`src/rtl/ext_pkg.sv`:
```
// -----------------------------------------------------------------------------
// ext_pkg
// Shared definitions for the immediate-extension blocks.
//   - EXT_* : encodings of the 2-bit extension mode carried with each immediate
//   - DEFAULT_NBITS / DEFAULT_EXTBITS / DEFAULT_SHIFT : default widths used as
//     parameter defaults by ext_core and imm_extend_stage
// -----------------------------------------------------------------------------
package ext_pkg;

    localparam logic [1:0] EXT_SIGN   = 2'b00;  // sign-extend
    localparam logic [1:0] EXT_ZERO   = 2'b01;  // zero-extend
    localparam logic [1:0] EXT_UPPER  = 2'b10;  // immediate placed in top bits
    localparam logic [1:0] EXT_BRANCH = 2'b11;  // sign-extend then shift left

    localparam int DEFAULT_NBITS   = 16;
    localparam int DEFAULT_EXTBITS = 32;
    localparam int DEFAULT_SHIFT   = 2;

endpackage : ext_pkg

```
`src/rtl/ext_core.sv`:
```
// -----------------------------------------------------------------------------
// ext_core
// Purely combinational, mode-selecting immediate extender. Supersedes the
// fixed sign extender (which is kept for its legacy users).
//
// Parameters:
//   NBITS   - raw immediate width
//   EXTBITS - result width, must be >= NBITS + SHIFT
//   SHIFT   - left shift applied in branch-offset mode
//
// Ports:
//   i_sign [NBITS-1:0]   raw immediate
//   i_mode [1:0]         extension mode (EXT_SIGN/ZERO/UPPER/BRANCH)
//   o_ext  [EXTBITS-1:0] extended result
// -----------------------------------------------------------------------------
module ext_core
    import ext_pkg::*;
#(
    parameter int NBITS   = DEFAULT_NBITS,
    parameter int EXTBITS = DEFAULT_EXTBITS,
    parameter int SHIFT   = DEFAULT_SHIFT
) (
    input  logic [NBITS-1:0]   i_sign,
    input  logic [1:0]         i_mode,
    output logic [EXTBITS-1:0] o_ext
);

    // The branch offset must fit after shifting, otherwise its top bits are lost.
    if (EXTBITS < NBITS + SHIFT) begin : g_width_check
        $error("ext_core: EXTBITS (%0d) must be >= NBITS + SHIFT (%0d)",
               EXTBITS, NBITS + SHIFT);
    end

    logic [EXTBITS-1:0] sign_ext;
    logic [EXTBITS-1:0] zero_ext;

    // Size casts keep this legal when EXTBITS == NBITS (no zero-width replication).
    assign sign_ext = EXTBITS'($signed(i_sign));
    assign zero_ext = EXTBITS'(i_sign);

    always_comb begin
        o_ext = sign_ext;
        case (i_mode)
            EXT_SIGN:   o_ext = sign_ext;
            EXT_ZERO:   o_ext = zero_ext;
            EXT_UPPER:  o_ext = zero_ext << (EXTBITS - NBITS);
            EXT_BRANCH: o_ext = sign_ext << SHIFT;
            default:    o_ext = sign_ext;
        endcase
    end

endmodule : ext_core

```
`src/rtl/imm_extend_stage.sv`:
```
// -----------------------------------------------------------------------------
// imm_extend_stage
// Registered immediate-extension stage for the ID/EX boundary. The immediate
// is extended combinationally on the input side; only the result and its mode
// are registered. A valid/ready handshake with an output register (OUT) and a
// one-entry skid register (SKID) decouples upstream from downstream stalls.
// o_ready is a flop, so there is no combinational path from i_ready to o_ready.
//
// Occupancy (implicit from the valid bits): EMPTY, ONE (OUT only), FULL
// (OUT and SKID). o_ready is low exactly while FULL.
//
// Ports:
//   i_clk, i_rst_n  clock (rising edge), asynchronous active-low reset
//   i_valid/o_ready upstream handshake, i_data + i_mode sampled on accept
//   i_flush         synchronous squash of every held entry (highest priority)
//   o_valid/i_ready downstream handshake, o_ext + o_mode held while stalled
// -----------------------------------------------------------------------------
module imm_extend_stage
    import ext_pkg::*;
#(
    parameter int NBITS   = DEFAULT_NBITS,
    parameter int EXTBITS = DEFAULT_EXTBITS,
    parameter int SHIFT   = DEFAULT_SHIFT
) (
    input  logic               i_clk,
    input  logic               i_rst_n,
    input  logic               i_valid,
    output logic               o_ready,
    input  logic [NBITS-1:0]   i_data,
    input  logic [1:0]         i_mode,
    input  logic               i_flush,
    output logic               o_valid,
    input  logic               i_ready,
    output logic [EXTBITS-1:0] o_ext,
    output logic [1:0]         o_mode
);

    logic [EXTBITS-1:0] core_ext;

    ext_core #(
        .NBITS   (NBITS),
        .EXTBITS (EXTBITS),
        .SHIFT   (SHIFT)
    ) u_ext_core (
        .i_sign (i_data),
        .i_mode (i_mode),
        .o_ext  (core_ext)
    );

    logic               out_valid_q, out_valid_d;
    logic [EXTBITS-1:0] out_ext_q,   out_ext_d;
    logic [1:0]         out_mode_q,  out_mode_d;
    logic               skid_valid_q, skid_valid_d;
    logic [EXTBITS-1:0] skid_ext_q,   skid_ext_d;
    logic [1:0]         skid_mode_q,  skid_mode_d;
    logic               ready_q,      ready_d;

    logic accept;
    logic deliver;

    assign accept  = i_valid & ready_q;
    assign deliver = out_valid_q & i_ready;

    always_comb begin
        // NOTE: every next-state signal starts from its current value so that no
        // branch leaves it unassigned; this is what keeps latches from being inferred.
        out_valid_d  = out_valid_q;
        out_ext_d    = out_ext_q;
        out_mode_d   = out_mode_q;
        skid_valid_d = skid_valid_q;
        skid_ext_d   = skid_ext_q;
        skid_mode_d  = skid_mode_q;
        ready_d      = ready_q;

        if (i_flush) begin
            // Squash everything held, and discard any simultaneous accept.
            out_valid_d  = 1'b0;
            skid_valid_d = 1'b0;
            ready_d      = 1'b1;
        end else if (skid_valid_q) begin
            // FULL: o_ready is low, so only a drain can happen.
            if (deliver) begin
                out_ext_d    = skid_ext_q;
                out_mode_d   = skid_mode_q;
                skid_valid_d = 1'b0;
                ready_d      = 1'b1;
            end
        end else if (accept) begin
            if (!out_valid_q || deliver) begin
                out_valid_d = 1'b1;
                out_ext_d   = core_ext;
                out_mode_d  = i_mode;
            end else begin
                // OUT is stalled: park the new item and stop accepting.
                skid_valid_d = 1'b1;
                skid_ext_d   = core_ext;
                skid_mode_d  = i_mode;
                ready_d      = 1'b0;
            end
        end else if (deliver) begin
            out_valid_d = 1'b0;
        end
    end

    // NOTE: state flops use non-blocking assignments so every register samples
    // the pre-edge values, independent of statement order.
    always_ff @(posedge i_clk or negedge i_rst_n) begin
        if (!i_rst_n) begin
            // NOTE: the payload registers are reset as well as the valid bits, so
            // o_ext/o_mode read as zero after reset and no held data survives.
            out_valid_q  <= 1'b0;
            out_ext_q    <= '0;
            out_mode_q   <= EXT_SIGN;
            skid_valid_q <= 1'b0;
            skid_ext_q   <= '0;
            skid_mode_q  <= EXT_SIGN;
            ready_q      <= 1'b1;
        end else begin
            out_valid_q  <= out_valid_d;
            out_ext_q    <= out_ext_d;
            out_mode_q   <= out_mode_d;
            skid_valid_q <= skid_valid_d;
            skid_ext_q   <= skid_ext_d;
            skid_mode_q  <= skid_mode_d;
            ready_q      <= ready_d;
        end
    end

    assign o_valid = out_valid_q;
    assign o_ext   = out_ext_q;
    assign o_mode  = out_mode_q;
    assign o_ready = ready_q;

endmodule : imm_extend_stage

```
`config.mk`:
```
export PLATFORM = sky130hd
export DESIGN_NAME = imm_extend_stage
export DESIGN_NICKNAME = d
export VERILOG_FILES = /design/src/rtl/ext_pkg.sv /design/src/rtl/ext_core.sv /design/src/rtl/imm_extend_stage.sv
export SDC_FILE = /design/constraint.sdc
export NUM_CORES = 1
export LEC_CHECK = 0
export BUFFER_PORTS_ARGS = -buffer_cell sky130_fd_sc_hd__buf_2
export CAP_MARGIN = 20
export CORE_AREA = 2 2 110 85
export CTS_CLUSTER_DIAMETER = 200
export DETAILED_ROUTE_END_ITERATION = 6
export DIE_AREA = 0 0 112 87
export PLACE_DENSITY = 0.63
export REMOVE_ABC_BUFFERS = 1
export SLEW_MARGIN = 25
export SYNTH_ARGS = -nofsm -noshare
export SYNTH_HDL_FRONTEND = slang
export SYNTH_SLANG_ARGS = --single-unit
```
`constraint.sdc`:
```
create_clock -name i_clk -period 2.1 [get_ports i_clk]
set_input_delay 0.42 -clock i_clk [delete_from_list [all_inputs] [get_ports i_clk]]
set_output_delay 0.42 -clock i_clk [all_outputs]
set_load 0.005 [all_outputs]
```
==> results.yml <==
die:
  die_w_um: 112
  start_util_pct: 43.7
  dieArea_um2: 9740
  rows: 30
  ioPinCount: 59
  core-area_um2: 8780
  chipHeight_um: 87
worst_setup_path:
  cpPeakStageDelay_ps: 580
  slowest_stage: "dfstp_2"
  path_class: "reg2reg"
  cp_max_fo: 34
  critPathBufInv: 1
  crit_chain: "nand3b_2 -> nor4b_4 -> buf_12 -> mux2_2"
  arrival_ps: 2030
  endpoint_kind: "register"
  critPathRequiredTime_ps: 2310
  cp-startpoint: "o_ready"
  critical-path-top-delay-family: "flip-flops"
  r2r_start: "o_ready"
  start_kind: "register"
synth:
  synth.largest_area_cell: "dfrtp_1"
  yosysTopAreaCellShare_pct: 45.7
  netlist_top_cells_area: "dfrtp_1 46%, mux2_2 16%, a21oi_1 3.9%"
  ys_seq_area_share_pct: 46.4
  syn_inst: 363
  netlist_area_um2: 3830
  synth_ff_type: "dfrtp_1"
  yosysWarnings: 0
  synth_commonest_cells: "70 x dfrtp_1, 56 x mux2_2, 31 x inv_1, 30 x a21oi_1, 19 x nand2_1"
  synth-seq-cells: 71
  synth.avg_cell_area_um2: 10.6
  synth_edf_count: 0
  post-synth-top-count-cell: "dfrtp_1"
  ys_types: 34
  async_flop_share_pct: 100
pwr:
  switching_share_pct: 28.5
  cell_internal_pwr_mw: 3.34
  power_frac_comb_pct: 24.1
  cellPowerDensity_nw_per_um2: 1020
  p_clk_share_pct: 31.9
  p_leak_nw: 2.13
  p_total_mw: 4.67
  pwr-share-seq_pct: 44.0
  irDropWorstVdd_mv: 0.619
  power.switching_mw: 1.33
global_route:
  grt_start_max_net_pins: 64
  grt_util_all_layers_pct: 19.1
  antenna_found_initial: 0
  grt_pass1_vias: 2952
  grt.overflow.total: 0
  grt_pass1_wl_mm: 14.5
drt:
  vias: 2950
  ant_nets: 0
  drc_errors: 0
  drt_first_pass_iters: 4
  post_drt_wl_per_cell_um: 16.4
  viasPerCell: 5.52
  wl_mm: 8.77
  drt_iter0_markers: 131
sta:
  rsz0062_at_grt: "no"
  slew_violations: 0
  fin_hold_ws_ps: 50.3
  setup_ws_ps: 279
  fin_crit_ps: 1820
  slew-limit-headroom_pct: 51.0
  min_period_over_period_pct: 86.7
  fmax_mhz: 549
  finClkSkew_ps: 6.10
  worst_pin_slew_ps: 732
  finalSetupViolations: 0
  final-hold-violation-count: 0
final_layout:
  finalNonFillerCells: 534
  drive_gt1_share_pct: 36.5
  antenna-diode-count: 0
  area_growth_pct: 19.2
  utilization_pct: 52.1
  fin_nets: 440
cts:
  clock_latency_ps: 340
  clk_pin_slew_ps: 60
  cts_setup_buffers: 0
  cts_max_level: 3
  cts.sinks: 71
  clk_path_buf_depth: 2
  cts-hold-fix-buffers: 0
  cts_tree: "done"
  cts_resized: 0
  root_buffer: "clkbuf_16"
  cts_buffers: 9
placed_design:
  port-buffer-count: 58
  dp_cells: 518
  place_ws_ps: 150
  place_congestion: 0.822
  hpwl_mm: 5.77
hold_path:
  hp-class: "in2async"
outcome:
  status: "complete, no violations"
flow_run:
  drv_cap: 0
==> stage by stage <==
stage / area [µm²] / setup TNS [ps]
4_1_cts: 4570 / 0
2_1_floorplan: 3660 / -53100
3_3_place_gp: 4280 / 0
3_5_place_dp: 4280 / 0
5_1_grt: 4570 / 0
6_report: 4570 / 0
==> sequential cells by signal, indices dropped and copies added (netlist names) <==
register,cells
o_ext,32
o_mode,2
o_ready,1
o_valid,1
skid_ext_q,32
skid_mode_q,2
skid_valid_q,1
==> power groups by stage <==
stage / combinational (mW) / sequential (mW) / clock [mW]
floorplan: 0.621 / 2.07 / 0
global placement: 1.11 / 2.05 / 0
detailed placement: 1.14 / 2.08 / 0
CTS: 1.14 / 2.06 / 1.51
global route: 1.26 / 2.11 / 1.59
finish: 1.13 / 2.05 / 1.49
==> area by class of cell <==
| class | count | area, µm² |
|---|---|---|
| multi-input combinational | 228 | 1770 |
| clock buffer | 13 | 280 |
| clock inverter | 3 | 15.0 |
| sequential | 71 | 1780 |
| tap | 112 | 140 |
| timing repair buffer | 75 | 468 |
| inverter | 32 | 120 |
| fill | 796 | 4210 |
==> cells in the final DEF (no fill, tap or decap), types with 3 or more instances in the layout <==
cell type / n
a21oi_1: 30
o32ai_1: 14
o21bai_1: 3
a31oi_1: 15
buf_4: 13
clkbuf_16: 9
clkinv_2: 3
nand2_1: 19
nor2_1: 3
nand3_1: 14
mux2i_1: 15
mux2_2: 56
inv_1: 31
buf_2: 58
dfrtp_1: 70
nor2b_1: 17
buf_12: 4
nand2b_1: 15
a211oi_1: 14
clkbuf_8: 4
==> worst paths after layout <==
path                                 end  slack, ps  cells past startpoint
setup / recovery           skid_ext_q[9]        280                      4
hold / removal                 o_ext[24]         50                      1
setup reg to reg           skid_ext_q[9]        280                      4
hold reg to reg            skid_ext_q[1]        490                      1
max in group asynchronous      o_ext[15]       1480                      2
min in group i_clk               o_valid        360                      2
==> routing by layer <==
layer  up-vias  track usage (%)  part of all wire (%)
li1       1394                -                     -
met1      1458             25.3                    48
met2        84             30.3                    46
met3        14             5.36                   4.6
met4         0             6.87                   1.1
met5         -                0                     0
==> kinds of logic after synthesis <==
group,after synthesis,share of synthesized area [%]
muxes,72,20.7
buffers and inverters,64,7.60
and+or+nand+nor,76,11.3
DFF,71,46.4
AOI/OAI and AO/OA,80,14.1
Note: power is estimated with default switching activity, not from simulation.
